`config.mk`:
```
export PLATFORM = sky130hd
export DESIGN_NAME = doa_frame_sequencer
export DESIGN_NICKNAME = d
export VERILOG_FILES = /design/src/rtl/doa_frame_sequencer.sv
export SDC_FILE = /design/constraint.sdc
export NUM_CORES = 1
export LEC_CHECK = 0
export CAP_MARGIN = 20
export CELL_PAD_IN_SITES_DETAIL_PLACEMENT = 1
export CELL_PAD_IN_SITES_GLOBAL_PLACEMENT = 1
export CORE_MARGIN = 8
export CORE_UTILIZATION = 35
export CTS_CLUSTER_SIZE = 30
export DETAILED_ROUTE_END_ITERATION = 10
export HOLD_SLACK_MARGIN = 0.03
export PLACE_DENSITY = 0.76
export RECOVER_POWER = 25
export SETUP_SLACK_MARGIN = 0.4
export SYNTH_ARGS = -nofsm -noshare
export SYNTH_HDL_FRONTEND = slang
export SYNTH_SLANG_ARGS = --single-unit
```
`constraint.sdc`:
```
create_clock -name clk -period 1.9 [get_ports clk]
set_input_delay 0.38 -clock clk [delete_from_list [all_inputs] [get_ports clk]]
set_output_delay 0.38 -clock clk [all_outputs]
set_load 0.02 [all_outputs]
```
`src/rtl/doa_frame_sequencer.sv`:
```
// doa_frame_sequencer
//   Frame scheduler for the DOA pipeline. One frame runs capture -> FFT -> freqdetect ->
//   beam-weight search. Each stage's done must arrive before the next stage starts. The
//   winning angle is published with a one-cycle valid pulse, and completed frames are counted.
//   A per-stage watchdog aborts a stalled frame and records a sticky error.
//
//   Optional feature: define DOA_AVG_EN to publish the floor-average of the last 4 captured
//   angles instead of the latest angle.
//
// Ports
//   clk, reset          clock, synchronous active-high reset
//   run, single         continuous mode level / single-frame request pulse
//   cap_start/cap_done  capture handshake (start pulse out, done pulse in)
//   fft_start/fft_done  FFT handshake
//   det_start/det_done  freqdetect handshake (done is a level; its rising edge counts)
//   wb_done, wb_doa     weightblock completion pulse and signed angle
//   doa_out, doa_valid  published angle and update pulse
//   busy                FSM not idle
//   timeout_err         sticky stage-timeout flag
//   frame_cnt           completed-frame counter (wraps)
//   state_dbg           encoded FSM state
module doa_frame_sequencer #(
   parameter int unsigned TIMEOUT_CYCLES = 1000000,
   parameter int unsigned CNT_W          = 16
) (
   input  logic             clk,
   input  logic             reset,
   input  logic             run,
   input  logic             single,
   output logic             cap_start,
   input  logic             cap_done,
   output logic             fft_start,
   input  logic             fft_done,
   output logic             det_start,
   input  logic             det_done,
   input  logic             wb_done,
   input  logic [7:0]       wb_doa,
   output logic [7:0]       doa_out,
   output logic             doa_valid,
   output logic             busy,
   output logic             timeout_err,
   output logic [CNT_W-1:0] frame_cnt,
   output logic [2:0]       state_dbg
);

   localparam int unsigned TimerW = (TIMEOUT_CYCLES > 1) ? $clog2(TIMEOUT_CYCLES) : 1;
   localparam logic [TimerW-1:0] TimerLast = TimerW'(TIMEOUT_CYCLES - 1);

   typedef enum logic [2:0] {
      StIdle    = 3'd0,
      StCapture = 3'd1,
      StFft     = 3'd2,
      StDetect  = 3'd3,
      StWeight  = 3'd4,
      StPublish = 3'd5
   } state_e;

   state_e            state_q, state_d;
   logic              single_pend_q, single_pend_d;
   logic [TimerW-1:0] timer_q, timer_d;
   logic              det_done_q, det_done_d;
   logic              cap_start_q, cap_start_d;
   logic              fft_start_q, fft_start_d;
   logic              det_start_q, det_start_d;
   logic [7:0]        doa_out_q, doa_out_d;
   logic              doa_valid_q, doa_valid_d;
   logic              busy_q, busy_d;
   logic              timeout_err_q, timeout_err_d;
   logic [CNT_W-1:0]  frame_cnt_q, frame_cnt_d;

`ifdef DOA_AVG_EN
   logic [3:0][7:0]   hist_q, hist_d;
   logic              hist_valid_q, hist_valid_d;
   logic [9:0]        avg_sum;
`endif

   logic done_ok;
   logic timed_out;
   logic start_req;
   logic entering;

   always_comb begin
      state_d       = state_q;
      single_pend_d = single_pend_q | single;
      timer_d       = timer_q;
      det_done_d    = det_done;
      cap_start_d   = 1'b0;
      fft_start_d   = 1'b0;
      det_start_d   = 1'b0;
      doa_out_d     = doa_out_q;
      doa_valid_d   = 1'b0;
      timeout_err_d = timeout_err_q;
      frame_cnt_d   = frame_cnt_q;
`ifdef DOA_AVG_EN
      hist_d        = hist_q;
      hist_valid_d  = hist_valid_q;
      avg_sum       = '0;
`endif

      // A done in the start-pulse cycle (timer still 0) is not accepted.
      done_ok   = (timer_q != '0);
      timed_out = (timer_q == TimerLast);
      start_req = run | single_pend_q | single;

      case (state_q)
         StIdle, StPublish: begin
            if (start_req) begin
               state_d       = StCapture;
               single_pend_d = 1'b0;
            end else begin
               state_d = StIdle;
            end
         end
         StCapture: begin
            if (done_ok && cap_done) begin
               state_d = StFft;
            end else if (timed_out) begin
               state_d       = StIdle;
               timeout_err_d = 1'b1;
`ifdef DOA_AVG_EN
               hist_valid_d  = 1'b0;
`endif
            end
         end
         StFft: begin
            if (done_ok && fft_done) begin
               state_d = StDetect;
            end else if (timed_out) begin
               state_d       = StIdle;
               timeout_err_d = 1'b1;
`ifdef DOA_AVG_EN
               hist_valid_d  = 1'b0;
`endif
            end
         end
         StDetect: begin
            if (done_ok && det_done && !det_done_q) begin
               state_d = StWeight;
            end else if (timed_out) begin
               state_d       = StIdle;
               timeout_err_d = 1'b1;
`ifdef DOA_AVG_EN
               hist_valid_d  = 1'b0;
`endif
            end
         end
         StWeight: begin
            if (done_ok && wb_done) begin
               state_d     = StPublish;
               doa_valid_d = 1'b1;
               frame_cnt_d = frame_cnt_q + CNT_W'(1);
`ifdef DOA_AVG_EN
               // First sample after reset/timeout seeds the whole history.
               if (hist_valid_q) begin
                  hist_d = {hist_q[2], hist_q[1], hist_q[0], wb_doa};
               end else begin
                  hist_d = {wb_doa, wb_doa, wb_doa, wb_doa};
               end
               hist_valid_d = 1'b1;
               avg_sum = {{2{hist_d[0][7]}}, hist_d[0]} + {{2{hist_d[1][7]}}, hist_d[1]}
                       + {{2{hist_d[2][7]}}, hist_d[2]} + {{2{hist_d[3][7]}}, hist_d[3]};
               // Bits [9:2] are the arithmetic shift right by 2 (floor division by 4).
               doa_out_d = avg_sum[9:2];
`else
               doa_out_d = wb_doa;
`endif
            end else if (timed_out) begin
               state_d       = StIdle;
               timeout_err_d = 1'b1;
`ifdef DOA_AVG_EN
               hist_valid_d  = 1'b0;
`endif
            end
         end
         default: state_d = StIdle;
      endcase

      entering = (state_d != state_q);
      if (entering || state_d == StIdle || state_d == StPublish) begin
         timer_d = '0;
      end else begin
         timer_d = timer_q + TimerW'(1);
      end

      cap_start_d = entering && (state_d == StCapture);
      fft_start_d = entering && (state_d == StFft);
      det_start_d = entering && (state_d == StDetect);
      busy_d      = (state_d != StIdle);
   end

   always_ff @(posedge clk) begin
      if (reset) begin
         state_q       <= StIdle;
         single_pend_q <= 1'b0;
         timer_q       <= '0;
         det_done_q    <= 1'b0;
         cap_start_q   <= 1'b0;
         fft_start_q   <= 1'b0;
         det_start_q   <= 1'b0;
         doa_out_q     <= '0;
         doa_valid_q   <= 1'b0;
         busy_q        <= 1'b0;
         timeout_err_q <= 1'b0;
         frame_cnt_q   <= '0;
`ifdef DOA_AVG_EN
         hist_q        <= '0;
         hist_valid_q  <= 1'b0;
`endif
      end else begin
         state_q       <= state_d;
         single_pend_q <= single_pend_d;
         timer_q       <= timer_d;
         det_done_q    <= det_done_d;
         cap_start_q   <= cap_start_d;
         fft_start_q   <= fft_start_d;
         det_start_q   <= det_start_d;
         doa_out_q     <= doa_out_d;
         doa_valid_q   <= doa_valid_d;
         busy_q        <= busy_d;
         timeout_err_q <= timeout_err_d;
         frame_cnt_q   <= frame_cnt_d;
`ifdef DOA_AVG_EN
         hist_q        <= hist_d;
         hist_valid_q  <= hist_valid_d;
`endif
      end
   end

   assign cap_start   = cap_start_q;
   assign fft_start   = fft_start_q;
   assign det_start   = det_start_q;
   assign doa_out     = doa_out_q;
   assign doa_valid   = doa_valid_q;
   assign busy        = busy_q;
   assign timeout_err = timeout_err_q;
   assign frame_cnt   = frame_cnt_q;
   assign state_dbg   = state_q;

endmodule
```
**Word level (Yosys, flattened, before mapping)**

Index checks and enable logic that the tools add are counted.

- Add/sub/neg operators: 2
- $mul: 0
- Divide/modulo/power cells: 0
- Order comparisons: 0
- Equal/unequal tests: 15
- Shifts and indexed selects: 0
- Muxes and demuxes: 16
- Bitwise operators: 4
- Reductions and logical operators: 21

Operators by type and width:

| kind | number |
|---|---|
| 20-bit by 1-bit adder with 20-bit output, second input constant | 1 |
| 20-bit equality test, second input constant | 1 |
| 20-bit nonzero test | 1 |
| 16-bit by 1-bit adder with 16-bit output, second input constant | 1 |
| 3-bit two-way mux | 5 |
| 3-bit one-hot mux with 5 select lines | 1 |
| 3-bit by 2-bit equality test with 1-bit output, second input constant | 4 |
| 3-bit equality test, second input constant | 3 |
| 1-bit two-way mux | 9 |
| 1-bit logical AND | 8 |
| 2-bit != test, second input constant | 4 |
| 3-bit by 1-bit equality test with 1-bit output, second input constant | 2 |
| 3-bit zero test | 2 |
| 2-bit OR reduction | 3 |
| 5-bit AND reduction | 1 |
| 1-bit one-hot mux with 4 select lines | 1 |
| 4-bit nonzero test | 1 |
| 3-bit != test | 1 |
| 1-bit bitwise OR | 3 |
| 3-bit nonzero test | 1 |
| 1-bit logical OR | 2 |
| 2-bit AND reduction | 1 |
| 1-bit zero test | 1 |
| 1-bit inverter | 1 |

- Register bits after elaboration: 55
- Bits in latches: 0
- RAM bits: 0
- ROM bits: 0
- Word-level logic and storage cells: 70
- Memories: 0

**Depth between registers and ports, before layout**

Gate-level depths: netlist of the first run.

- Depth in word-level cells: 9
- Gate-level depth with buffers: 9
- Mapped depth without buffers: 8

**Least setup slack after synthesis of the first run**

OpenSTA, ideal clock, no wires.

- Kind: register to register
- Start point: register state_q[1] (netlist: state_dbg[1])
- End point: register timer_q[6]
- Setup time: 0.062 ns
- Arrival: 1.998 ns
- Data required time: 1.838 ns
- Path slack: -0.160 ns
- Stages on the path, launching flop included: 9
- Period minus slack after synthesis: 2.060 ns
- Cells stage by stage: dfxtp_1 clkbuf_1 mux2_2 o21ai_1 o21ai_0 a32oi_1 o211ai_2 buf_6 nor2_2

- Word-level cells in the longest chain between the ends: 7

Ends and longest elaborated chain:

| item | line | text |
|---|---|---|
| start: declaration | 58 | `state_e state_q, state_d;` |
| start signal: assignment | 193 | `state_q <= StIdle;` |
| start signal: assignment | 210 | `state_q <= state_d;` |
| 3-bit equality test (tied with other cells) | 105 | `case (state_q)` |
| 2-bit OR reduction (tied with other cells) | 105 |  |
| 3-bit one-hot mux with 5 select lines | 105 |  |
| 3-bit != test / 3-bit zero test (equally long branches) | 178, 179 |  |
| 1-bit logical OR | 179 | `if (entering \|\| state_d == StIdle \|\| state_d == StPublish) begin` |
| 1-bit logical OR (*) | 179 |  |
| 2-bit OR reduction (no source line) (*) | n/a |  |
| end signal: assignment | 212 | `timer_q <= timer_d;` |
| end: declaration | 60 | `logic [TimerW-1:0] timer_q, timer_d;` |

Mark *: on every way between the ends. The rest lies on a longest branch, timed or not.
A chain may end at the register's enable or synchronous reset.

**Final worst setup path of the first run**

- Start point: register timer_q[6]
- End point: register timer_q[1]

- Word-level cells in the longest chain between the ends: 9

Ends and longest elaborated chain:

| item | line | text |
|---|---|---|
| 20-bit nonzero test | 101 | `done_ok = (timer_q != '0);` |
| 1-bit logical AND (2 in series) | 137 | `if (done_ok && det_done && !det_done_q) begin` |
| 3-bit two-way mux | 137 |  |
| 3-bit one-hot mux with 5 select lines (*) | 105 |  |
| 3-bit != test / 3-bit zero test (equally long branches) | 178, 179 |  |
| 1-bit logical OR | 179 |  |
| 1-bit logical OR (*) | 179 |  |
| 2-bit OR reduction (no source line) (*) | n/a |  |

Marked as above.

==> results of run 1 <==
## cell families (layout without fill, tap and decap cells)
logic type               count (synthesis)  after routing  share of synthesized area [%]
AO/OA/AOI/OAI                           40             40                           9.78
XOR/XNOR                                31             31                           10.7
adder cells (fa/ha/maj)                  3              3                           1.47
buffers and inverters                   20            124                           3.59
flip-flops                              55             55                           43.2
multiplexers                             1              1                          0.442
AND/OR/NAND/NOR                        146            146                           30.8
## metal layers
| metal | part of all wire (%) | track usage, % |
|---|---|---|
| met2 | 53 | 28.5 |
| met5 | 0 | 0 |
| met3 | 5.5 | 5.36 |
| met4 | 2.2 | 6.19 |
| met1 | 40 | 18.1 |
## what timing repair did
item | 4_1_cts | 5_1_grt
buffers inserted | 7 | 9
gates cloned | 1 | 1
pin swaps | 13 | 22
resized for setup | 98 | 58
hold buffers | 0 | 0
endpoints found under the setup margin | 86 | 64
## layout by cell type, fill, tap and decap left out, drive strengths merged, types with 4 or more instances in the layout
| cell | instances |
|---|---|
| clkdlybuf4s50 | 13 |
| buf | 59 |
| nand4 | 9 |
| and3 | 10 |
| dlygate4sd2 | 22 |
| nand2 | 39 |
| clkdlybuf4s15 | 5 |
| nor3 | 4 |
| nor2b | 5 |
| xor2 | 20 |
| inv | 9 |
| clkbuf | 13 |
| a21oi | 22 |
| and2 | 5 |
| xnor2 | 11 |
| o21ai | 9 |
| dfxtp | 55 |
| nor2 | 47 |
| nor4 | 4 |
| nand3 | 13 |
## worst reg2reg max path: stages, from the launching register on
cell and delay (ns):
dfxtp_2 0.36, nor4_4 0.37, buf_4 0.18, and4_4 0.26
nand2_4 0.09, a2bb2oi_4 0.18, a311oi_2 0.27, o211ai_2 0.13
buf_12 0.19, nor2_2 0.12
## sequential cells by signal (all words and copies together), names as in the netlist
signal,flops
state_dbg,3
timeout_err,1
timer_q,20
det_start,1
doa_valid,1
frame_cnt,16
det_done_q,1
cap_start,1
doa_out,8
single_pend_q,1
fft_start,1
busy,1
## path summary, 6_finish.rpt
path,start,endpoint,slack [ns],depth (start not counted)
worst max-delay path,timer_q[6]$_SDFF_PP0_,timer_q[1]$_SDFF_PP0_,-0.31,9
worst min-delay path,doa_out[4]$_SDFFE_PP0P_,doa_out[4]$_SDFFE_PP0P_,0.46,2
worst max register to register,timer_q[6]$_SDFF_PP0_,timer_q[1]$_SDFF_PP0_,-0.31,9
worst min register to register,doa_out[4]$_SDFFE_PP0P_,doa_out[4]$_SDFFE_PP0P_,0.46,2
## per-stage QoR
stage	cell area (sq um)	power [uW]
3_5_place_dp	3510	1870
2_1_floorplan	2680	1650
4_1_cts	3830	2700
6_report	4070	2800
5_1_grt	4070	2920
3_3_place_gp	3510	1860
## layout make-up
cell class,count,area (sq um)
Clock buffer,5,68.8
Clock inverter,3,23.8
Fill cell,803,3070
Inverter,8,30.0
Multi-Input combinational cell,221,1700
Sequential cell,55,1130
Tap cell,99,124
Timing Repair Buffer,108,995
## power by group through the flow
stage / logic (uW) / registers [uW] / clock network, uW
after floorplan: 363 / 1280 / 0
after CTS: 747 / 1240 / 706
after global routing: 904 / 1250 / 767
final: 852 / 1240 / 701
after detailed placement: 584 / 1280 / 0
after global placement: 577 / 1280 / 0
==> results.yml, run 1 <==
floorplan:
  die_y_um: 101
  dieArea_sq_mm: 0.0103
  die_x_um: 101
  design.core.area_sq_mm: 0.00714
  initial_core_util_pct: 35.7
  io_pins: 49
  fp-row-count: 31
timing:
  rsz0062_at_grt: "yes"
  fin_ws_ns: -0.311
  timing.final.crit_share_pct: 116
  fin_crit_ns: 2.21
  tns_ns: -8.04
  finalHoldViolations: 0
  hold_ws_ns: 0.464
  fin_skew_ns: 0.0128
  slew-limit-headroom_pct: 60.8
  tightest_slew_ns: 0.587
  slew_violations: 0
  fmax_mhz: 452
  setup_viol: 49
logic_synthesis:
  syn_inst: 296
  yosysUniqueCellTypes: 37
  seq_area_frac_synth_pct: 43.2
  synthTopCellsByArea: "dfxtp_1 (43%), xor2_1 (6.9%), nand2_1 (5.7%)"
  yosys_warnings: 0
  yosysMostFrequentCell: "dfxtp_1"
  synthTopCellsByCount: "dfxtp_1 (55), nand2_1 (39), nor2_1 (27), a21oi_1 (22)"
  yosys_register_bits: 55
  synthesis.area_sq_mm: 0.00255
  yosysTopAreaCell: "dfxtp_1"
  yosysTopAreaCellShare_pct: 43.2
  synth_nets: 315
  synthesis.area_per_instance_sq_um: 8.60
  synth_flop_cell: "dfxtp_1"
  synth-edff-count: 0
  async_flop_share_pct: 0
place:
  place_hpwl_um: 5410
  place_ws_ns: -0.493
  dpl.cell_count: 473
  gp_congestion: 0.846
  io_buffers: 48
worst_setup_path:
  path_buf_inv: 2
  worst_setup_path_start_kind: "flip-flop"
  cp.required_ns: 2.16
  slowest_stage: "nor4_4"
  cp-end-kind: "flip-flop"
  path_cells: "nor4_4, buf_4, and4_4, nand2_4, a2bb2oi_4, a311oi_2, o211ai_2, buf_12, nor2_2"
  crit_family: "simple AND/OR/NAND/NOR gates"
  crit_fanout: 20
  cp_slowest_stage_delay_ns: 0.37
  path_class: "reg -> reg"
  arrival_ns: 2.48
grt:
  gr-total-overflow: 0
  grt_pass1_vias: 2742
  antenna_found_initial: 0
  grt_usage_pct: 16.4
  grt_first_pass_wirelength_um: 13400
  grt_max_degree: 26
pwr:
  p_sw_uw: 922
  pwr-share-seq_pct: 44.5
  combinationalPowerShare_pct: 30.5
  vdd_ir_drop_max_v: 0.000321
  clockPowerShare_pct: 25.1
  p_sw_share_pct: 33.0
  leakage_uw: 0.00160
  p_int_uw: 1870
  power_density_mw_per_mm2: 688
detailed_routing:
  drt-initial-drc-count: 49
  vias: 2543
  routedWlPerCell_um: 18.4
  routed_via_density: 5.10
  drc: 0
  wirelength_um: 9200
  ant_nets: 0
  firstDrtPassIters: 4
clock_tree:
  cts_root_buffer: "clkbuf_8"
  cts.sinks: 55
  tritoncts: "done"
  cts.path.max_buffers: 2
  path_clk_slew_ns: 0.11
  insertion_delay_ns: 0.33
  htree_levels: 2
  cts_buffers: 5
run_status:
  violations: "negative setup slack"
  status: "complete, but fails checks"
min_path:
  hold_path_class: "reg -> reg"
layout:
  syn_to_final_growth_pct: 59.8
  num_antenna_cells: 0
  nNetsFinal: 418
  drive_above_1_share_pct: 44.8
  final_core_util_pct: 57.0
  stdcell_count: 499
job:
  cap_violations: 0
Power figures use the tool's default switching activity.
==> inputs of run 2 (changes only) <==
--- a/config.mk
+++ b/config.mk
@@ -5,6 +5,7 @@
 export SDC_FILE = /design/constraint.sdc
 export NUM_CORES = 1
 export LEC_CHECK = 0
+export ABC_CLOCK_PERIOD_IN_PS = 1900
 export CAP_MARGIN = 20
 export CELL_PAD_IN_SITES_DETAIL_PLACEMENT = 1
 export CELL_PAD_IN_SITES_GLOBAL_PLACEMENT = 1
==> results of run 2 <==
Same layout as run 1: the final DEF is identical, and so are final timing and power.
